==> config.mk <==
export PLATFORM = sky130hd
export DESIGN_NAME = hazard_ctrl
export DESIGN_NICKNAME = d
export VERILOG_FILES = /design/src/rtl/hazard_ctrl_pkg.sv /design/src/rtl/hazard_tag_pipe.sv /design/src/rtl/hazard_ctrl.sv
export SDC_FILE = /design/constraint.sdc
export NUM_CORES = 1
export LEC_CHECK = 0
export ABC_AREA = 1
export BUFFER_PORTS_ARGS = -buffer_cell sky130_fd_sc_hd__buf_2
export CORE_MARGIN = 3
export CORE_UTILIZATION = 34
export DETAILED_ROUTE_END_ITERATION = 7
export GPL_TIMING_DRIVEN = 0
export PLACE_DENSITY = 0.53
export SLEW_MARGIN = 10
export SYNTH_ARGS = -nofsm -noshare
export SYNTH_HDL_FRONTEND = slang
export SYNTH_HIERARCHICAL = 1
export SYNTH_SLANG_ARGS = --single-unit
==> constraint.sdc <==
create_clock -name clk_i -period 2.3 [get_ports clk_i]
set_input_delay 0.23 -clock clk_i [delete_from_list [all_inputs] [get_ports clk_i]]
set_output_delay 0.23 -clock clk_i [all_outputs]
set_load 0.02 [all_outputs]
==> src/rtl/hazard_ctrl_pkg.sv <==
// ---------------------------------------------------------------------------
// hazard_ctrl_pkg: shared encodings and shadow-tag type for the hazard unit
// Revision: 1.0
// ---------------------------------------------------------------------------
`default_nettype none

package hazard_ctrl_pkg;

  // Register-file write source encodings shared with the decoder
  localparam logic [1:0] RF_WSEL_ALU  = 2'd0;
  localparam logic [1:0] RF_WSEL_DRAM = 2'd1;

  localparam logic [1:0] FWD_SEL_RF  = 2'd0;
  localparam logic [1:0] FWD_SEL_EX  = 2'd1;
  localparam logic [1:0] FWD_SEL_MEM = 2'd2;
  localparam logic [1:0] FWD_SEL_WB  = 2'd3;

  typedef struct packed {
    logic       valid;
    logic       we;
    logic [4:0] rd;
    logic       is_load;
  } tag_t;

  localparam tag_t TAG_BUBBLE = '0;

  function automatic logic tag_match(input tag_t t, input logic [4:0] r, input logic used);
    return (r != 5'd0) && used && t.valid && t.we && (t.rd == r);
  endfunction

endpackage

`default_nettype wire

==> src/rtl/hazard_tag_pipe.sv <==
// ---------------------------------------------------------------------------
// hazard_tag_pipe: EX/MEM/WB destination-tag shadow pipeline and perf counters
// Revision: 1.0
// ---------------------------------------------------------------------------
`default_nettype none

module hazard_tag_pipe
  import hazard_ctrl_pkg::*;
#(
  parameter int CNT_W = 32
) (
  input  logic             clk_i,
  input  logic             rst_n_i,
  input  tag_t             id_tag,
  input  logic             bubble,
  input  logic             stall_evt,
  input  logic             flush_evt,
  output tag_t             ex_tag,
  output tag_t             mem_tag,
  output tag_t             wb_tag,
  output logic [CNT_W-1:0] stall_cnt,
  output logic [CNT_W-1:0] flush_cnt
);

  always_ff @(posedge clk_i or negedge rst_n_i) begin
    if (!rst_n_i) begin
      ex_tag  <= TAG_BUBBLE;
      mem_tag <= TAG_BUBBLE;
      wb_tag  <= TAG_BUBBLE;
    end else begin
      ex_tag  <= bubble ? TAG_BUBBLE : id_tag;
      mem_tag <= ex_tag;
      wb_tag  <= mem_tag;
    end
  end

  // Counters wrap naturally at 2^CNT_W
  always_ff @(posedge clk_i or negedge rst_n_i) begin
    if (!rst_n_i) begin
      stall_cnt <= '0;
      flush_cnt <= '0;
    end else begin
      if (stall_evt) stall_cnt <= stall_cnt + CNT_W'(1);
      if (flush_evt) flush_cnt <= flush_cnt + CNT_W'(1);
    end
  end

endmodule

`default_nettype wire

==> src/rtl/hazard_ctrl.sv <==
// ---------------------------------------------------------------------------
// hazard_ctrl: ID-stage forwarding selects, load-use stall and branch flush
// Revision: 1.0
// ---------------------------------------------------------------------------
`default_nettype none

module hazard_ctrl
  import hazard_ctrl_pkg::*;
#(
  parameter bit FWD_WB = 1'b1,
  parameter int CNT_W  = 32
) (
  input  logic             clk_i,
  input  logic             rst_n_i,
  input  logic             id_valid_i,
  input  logic [4:0]       id_rs1_i,
  input  logic [4:0]       id_rs2_i,
  input  logic             id_rs1_used_i,
  input  logic             id_rs2_used_i,
  input  logic [4:0]       id_rd_i,
  input  logic             id_rf_we_i,
  input  logic [1:0]       id_rf_wsel_i,
  input  logic             ex_br_taken_i,
  output logic             pc_stall_o,
  output logic             ifid_stall_o,
  output logic             ifid_flush_o,
  output logic             idex_flush_o,
  output logic [1:0]       fwd_rs1_sel_o,
  output logic [1:0]       fwd_rs2_sel_o,
  output logic [CNT_W-1:0] stall_cnt_o,
  output logic [CNT_W-1:0] flush_cnt_o
);

  tag_t id_tag;
  tag_t ex_tag;
  tag_t mem_tag;
  tag_t wb_tag;
  logic load_use;
  logic rs1_ex_hit;
  logic rs2_ex_hit;

  assign id_tag = '{valid:   id_valid_i,
                    we:      id_rf_we_i,
                    rd:      id_rd_i,
                    is_load: (id_rf_wsel_i == RF_WSEL_DRAM)};

  function automatic logic [1:0] fwd_sel(input logic valid, input logic [4:0] r,
                                         input logic used, input tag_t ex,
                                         input tag_t mem, input tag_t wb);
    if (!valid)                          return FWD_SEL_RF;
    if (tag_match(ex, r, used))          return FWD_SEL_EX;
    if (tag_match(mem, r, used))         return FWD_SEL_MEM;
    if (FWD_WB && tag_match(wb, r, used)) return FWD_SEL_WB;
    return FWD_SEL_RF;
  endfunction

  assign rs1_ex_hit = tag_match(ex_tag, id_rs1_i, id_rs1_used_i);
  assign rs2_ex_hit = tag_match(ex_tag, id_rs2_i, id_rs2_used_i);
  assign load_use   = id_valid_i && ex_tag.is_load && (rs1_ex_hit || rs2_ex_hit);

  always_comb begin
    fwd_rs1_sel_o = fwd_sel(id_valid_i, id_rs1_i, id_rs1_used_i, ex_tag, mem_tag, wb_tag);
    fwd_rs2_sel_o = fwd_sel(id_valid_i, id_rs2_i, id_rs2_used_i, ex_tag, mem_tag, wb_tag);
  end

  // A taken branch squashes ID anyway, so it overrides the load-use hold
  always_comb begin
    pc_stall_o   = load_use && !ex_br_taken_i;
    ifid_stall_o = load_use && !ex_br_taken_i;
    ifid_flush_o = ex_br_taken_i;
    idex_flush_o = ex_br_taken_i || load_use;
  end

  hazard_tag_pipe #(
    .CNT_W (CNT_W)
  ) u_tag_pipe (
    .clk_i     (clk_i),
    .rst_n_i   (rst_n_i),
    .id_tag    (id_tag),
    .bubble    (idex_flush_o),
    .stall_evt (load_use && !ex_br_taken_i),
    .flush_evt (ex_br_taken_i),
    .ex_tag    (ex_tag),
    .mem_tag   (mem_tag),
    .wb_tag    (wb_tag),
    .stall_cnt (stall_cnt_o),
    .flush_cnt (flush_cnt_o)
  );

endmodule

`default_nettype wire

Word-level counts from Yosys, hierarchy flattened

Cells that the tools add are included.

Input bits: 24
Output and inout bits: 72
Bits in registers: 86
Logic and storage cells: 83

Reduce and logical (&&, ||, !) cells: 28
Add/sub/neg operators: 2
Mux-type cells: 34
Equality and inequality tests: 7

Operator list:

| cell                    | number |
|---|---|
| $add A32 B1 Y32 const B | 2 |
| $eq A5 B5 Y1            | 6 |
| $mux W2                 | 15 |
| $logic_and A1 B1 Y1     | 23 |
| $mux W1                 | 18 |
| $reduce_bool A5 Y1      | 2 |
| $mux W8                 | 1 |
| $eq A2 B1 Y1 const B    | 1 |
| $logic_or A1 B1 Y1      | 2 |
| $logic_not A1 Y1        | 1 |

Depth between registers and ports, before layout

Word-level depth: 16
Gate-level depth with buffers: 18
Depth with buffers taken out: 18

By module

The synthesis kept the hierarchy.

By module, submodules not included:

| module          | cells each | seq. area each (um^2) | times used | area each (um^2) |
|---|---|---|---|---|
| hazard_tag_pipe | 476        | 2202.1                | 1          | 4159.0 |
| hazard_ctrl     | 166        | 0.0                   | 1          | 700.7 |

Worst setup path after synthesis

OpenSTA, ideal clock, no wires.

Kind: register to register
From: register u_tag_pipe/ex_tag[4] (netlist name)
To: register u_tag_pipe.stall_cnt[11]
Arrival: 1.907 ns
Clock period less this slack: 2.037 ns
Setup slack: 0.263 ns
Required time: 2.170 ns
Cell stages (with the launch flop): 14
Setup time: 0.130 ns
Path buffers: 0
Cells stage by stage: dfrtp_1 > inv_1 > nor2_1 > nor3_1 > nand3_1 > nand2_1 > nand2_1 > nor2_2 > nand2_1 > inv_2 > nand3_2 > nor2_4 > nand2_1 > xnor2_1

Longest elaborated chain between the ends: 5
Elaborated cells on any way between the ends: 7
Those cells by class: eq/ne: 2; reduce/logical: 5

Ends and longest elaborated chain:

| item                    | RTL line              | source |
|---|---|---|
| $eq A5 B5 Y1            | hazard_ctrl_pkg.sv:28 | `return (r != 5'd0) && used && t.valid && t.we && (t.rd == r);` |
| $logic_and A1 B1 Y1     | hazard_ctrl_pkg.sv:28 |  |
| $logic_or A1 B1 Y1 (*)  | hazard_ctrl.sv:59     | `assign load_use = id_valid_i && ex_tag.is_load && (rs1_ex_hit \|\| rs2_ex_hit);` |
| $logic_and A1 B1 Y1 (*) | hazard_ctrl.sv:59     |  |
| $logic_and A1 B1 Y1 (*) | n/a                   |  |
| net ifid_stall_o        | hazard_ctrl.sv:25     | `output logic ifid_stall_o,` |
| to (signal assigned)    | hazard_tag_pipe.sv:43 | `if (stall_evt) stall_cnt <= stall_cnt + CNT_W'(1);` |
| to (decl)               | hazard_tag_pipe.sv:21 | `output logic [CNT_W-1:0] stall_cnt,` |

The timed path passes the listed nets; every way through them passes the cells marked *.
A chain may end at the register's enable or synchronous reset.

Worst setup path after layout

From: register u_tag_pipe/ex_tag[6] (netlist name)
To: output port ifid_stall_o

Longest elaborated chain between the ends: 5
Elaborated cells on any way between the ends: 7
Those cells by class: reduce/logical: 7

Ends and longest elaborated chain:

| item                             | RTL line              | source |
|---|---|---|
| $logic_and A1 B1 Y1 (2 in a row) | hazard_ctrl_pkg.sv:28 |  |
| $logic_or A1 B1 Y1 (*)           | hazard_ctrl.sv:59     |  |
| $logic_and A1 B1 Y1 (*)          | hazard_ctrl.sv:59     |  |
| $logic_and A1 B1 Y1 (*)          | hazard_ctrl.sv:69     | `ifid_stall_o = load_use && !ex_br_taken_i;` |
| to (decl)                        | hazard_ctrl.sv:25     |  |

Every way passes the cells marked *; elsewhere a longest branch is shown, timed or not.

==> flow_metrics.py <==
metrics = {
    "pwr": {
        "pwr-share-comb": 0.129,
        "power_density_nw_per_um2": 586,
        "pwr-share-seq": 0.482,
        "irDropWorstVdd_mv": 0.281,
        "p_int_w": 0.00252,
        "swShare": 0.278,
        "p_total_w": 0.00348,
        "pwr-share-clk": 0.389,
        "switching_power_w": 0.000967,
        "p_leak_nw": 3.15,
    },
    "synthesis": {
        "syn_nets": 666,
        "syn_avg_cell_area_sq_um": 7.52,
        "ys.warnings.count": 6,
        "synth_area_sq_um": 4810,
        "netlist_instances": 640,
    },
    "worst_setup_path": {
        "r2r_setup_slack_ns": 0.19,
        "cp.arrival_ns": 1.89,
        "start_kind": "register",
        "path_common_cell": "nand2_1",
        "cp_slowest_cell": "dfrtp_1",
        "r2r_end": "u_tag_pipe/stall_cnt[27]",
        "critPathKind": "reg2out",
        "rr_worst_depth": 15,
        "cp_max_fo": 8,
        "required_ns": 2.07,
        "r2r-start": "u_tag_pipe/ex_tag[6]",
        "path_cells": "nand2_1, a21oi_1, nand2_1, nor2_2, nand3_2, nand2_2, nand2_4, nor2_4, buf_4, buf_2",
        "path_buf_inv": 2,
        "critical_path.top_delay_family": "simple AND/OR/NAND/NOR gates",
        "slowest_delay_ns": 0.36,
        "crit_path_end_kind": "primary output",
    },
    "final_layout": {
        "drive_above_1_share": 0.250,
        "fin_area_sq_um": 5940,
        "n_antenna_cell": 0,
        "syn2layout_area_growth_pct": 23.5,
        "fillerInstances": 1402,
        "fin_nets": 781,
    },
    "floorplan": {
        "die_h_um": 125,
        "start_util": 0.355,
        "core_area_sq_um": 13600,
        "die_w_um": 125,
        "row_count": 42,
        "dieArea_sq_um": 15600,
        "io_pins": 96,
    },
    "status": {
        "run_status": "finished clean",
    },
    "placed_design": {
        "dp.final_hpwl_um": 9490,
        "placed_area_sq_um": 5540,
        "gp_congestion": 0.924,
        "io_buffers": 95,
    },
    "global_route": {
        "antenna_found_initial": 0,
        "grt_pass1_vias": 4090,
        "track_usage": 0.159,
        "grt_max_degree": 53,
        "grt.overflow.total": 0,
        "grt_pass1_wl_um": 20400,
    },
    "cts": {
        "clkSlewWorstSetupHoldPaths_ns": 0.06,
        "cts_buffers": 9,
        "htreeDepth": 3,
        "clock_path_buffers": 2,
        "clock_latency_ns": 0.33,
        "cts_tree": "built",
        "clock-sinks": 86,
        "cts_root_buf": "clkbuf_16",
    },
    "timing": {
        "setup_viol": 0,
        "relSlewSlack": 0.670,
        "min_period_over_period": 0.920,
        "max_freq_ghz": 0.473,
        "worst_pin_slew_ns": 0.495,
        "slew_violations": 0,
        "hold_violations": 0,
        "rsz0062_at_grt": "yes",
        "min_period_ns": 2.12,
        "tns_ns": 0,
        "holdWs_ns": 0.107,
        "clock_skew_ns": 0.00708,
    },
    "drt": {
        "routedWlPerCell_um": 13.1,
        "viasPerCell": 4.66,
        "drc": 0,
        "wl_um": 12200,
        "firstDrtPassIters": 4,
        "ant_nets": 0,
        "drtIter0Drc": 278,
        "dr_total_vias": 4355,
    },
    "job": {
        "drv_cap": 0,
    },
    "worst_hold_path": {
        "min_path_cells": 3,
        "hold_class": "in2reg",
        "min_from": "id_rd_i[4]",
        "holdPathEnd": "u_tag_pipe/ex_tag[5]",
    },
}
## power by group through the flow
stage               registers (W)  logic, W  clock network (W)
floorplan                 0.00176  0.000210                  0
global placement          0.00171  0.000442                  0
detailed placement        0.00171  0.000449                  0
CTS                       0.00168  0.000454            0.00141
global route              0.00169  0.000512            0.00149
finish                    0.00168  0.000449            0.00136
## worst reg2reg max path, delay by kind of cell (launching register included)
| family | cells | cell delay, ns |
|---|---|---|
| DFF | 1 | 0.36 |
| buffers and inverters | 1 | 0.11 |
| and+or+nand+nor | 13 | 1.41 |
| AOI/OAI and AO/OA | 1 | 0.13 |
## through the flow
step / instances / setup slack (ns) / util
after floorplan: 640 / 0.263 / -
after global placement: 911 / 0.0170 / 0.406
after detailed placement: 912 / 0.000383 / 0.408
after CTS: 928 / 0.102 / 0.430
after global routing: 935 / -0.0125 / 0.438
final: 935 / 0.184 / 0.438
## final cells by class
| type | count | area, sq um | area share |
|---|---|---|---|
| Timing Repair Buffer | 104 | 568 | 0.0956 |
| Clock buffer | 11 | 253 | 0.0425 |
| Multi-Input combinational cell | 452 | 2330 | 0.393 |
| Inverter | 98 | 368 | 0.0619 |
| Sequential cell | 86 | 2150 | 0.362 |
| Clock inverter | 4 | 22.5 | 0.00379 |
| Tap cell | 176 | 220 | 0.0371 |
| Buffer | 4 | 26.3 | 0.00442 |
## cells in the final DEF, fill, tap and decap left out, types with 2 or more instances in the layout
cell       count
nand3_1       28
nand4_1       14
nor2_1        73
o21ai_0        4
clkinv_2       3
a21oi_1        5
nand2_1      208
dfrtp_1       86
nand3b_1       7
xor2_1        22
nor2_4         9
nor2_2        14
nand2_2       10
clkbuf_16      9
ha_1           2
a21oi_2        2
xnor2_1       20
clkbuf_8       2
buf_4         11
nor3_2         4
nor3_1        10
nor3_4         2
buf_2         94
inv_2         16
inv_1         82
nor4_1         3
nand3_2        8
## sequential cells by signal (all words and copies together) (netlist names)
name	count
u_tag_pipe/flush_cnt	32
u_tag_pipe/stall_cnt	32
u_tag_pipe/ex_tag	8
u_tag_pipe/mem_tag	7
u_tag_pipe/wb_tag	7
## routing by layer
metal  GRT usage  vias to the layer above  part of all wire
met4      0.0510                        0             0.015
met1       0.220                     2061              0.49
li1            -                     2188                 -
met5           0                        -                 0
met2       0.246                       89              0.45
met3      0.0380                       17             0.047
## how the worst max path moves through the flow
stage,start,end,slack [ns],depth (start not counted)
floorplan,u_tag_pipe/ex_tag[4],u_tag_pipe/stall_cnt[11],0.26,13
global placement,u_tag_pipe/ex_tag[5],u_tag_pipe/stall_cnt[23],0.02,13
detailed placement,u_tag_pipe/ex_tag[5],u_tag_pipe/stall_cnt[24],0.0004,14
CTS,u_tag_pipe/ex_tag[5],u_tag_pipe/stall_cnt[23],0.10,13
global route,u_tag_pipe/ex_tag[4],u_tag_pipe/stall_cnt[23],-0.01,14
finish,u_tag_pipe/ex_tag[6],ifid_stall_o,0.18,10
## repair_timing
item,in CTS,in global routing
hold buffers,1,0
gates resized for setup,1,18
pin swaps,0,8
endpoints found under the hold margin,34,0
setup buffers,0,7
gates cloned,0,0
endpoints found under the setup margin,1,20
Power figures use the tool's default switching activity.
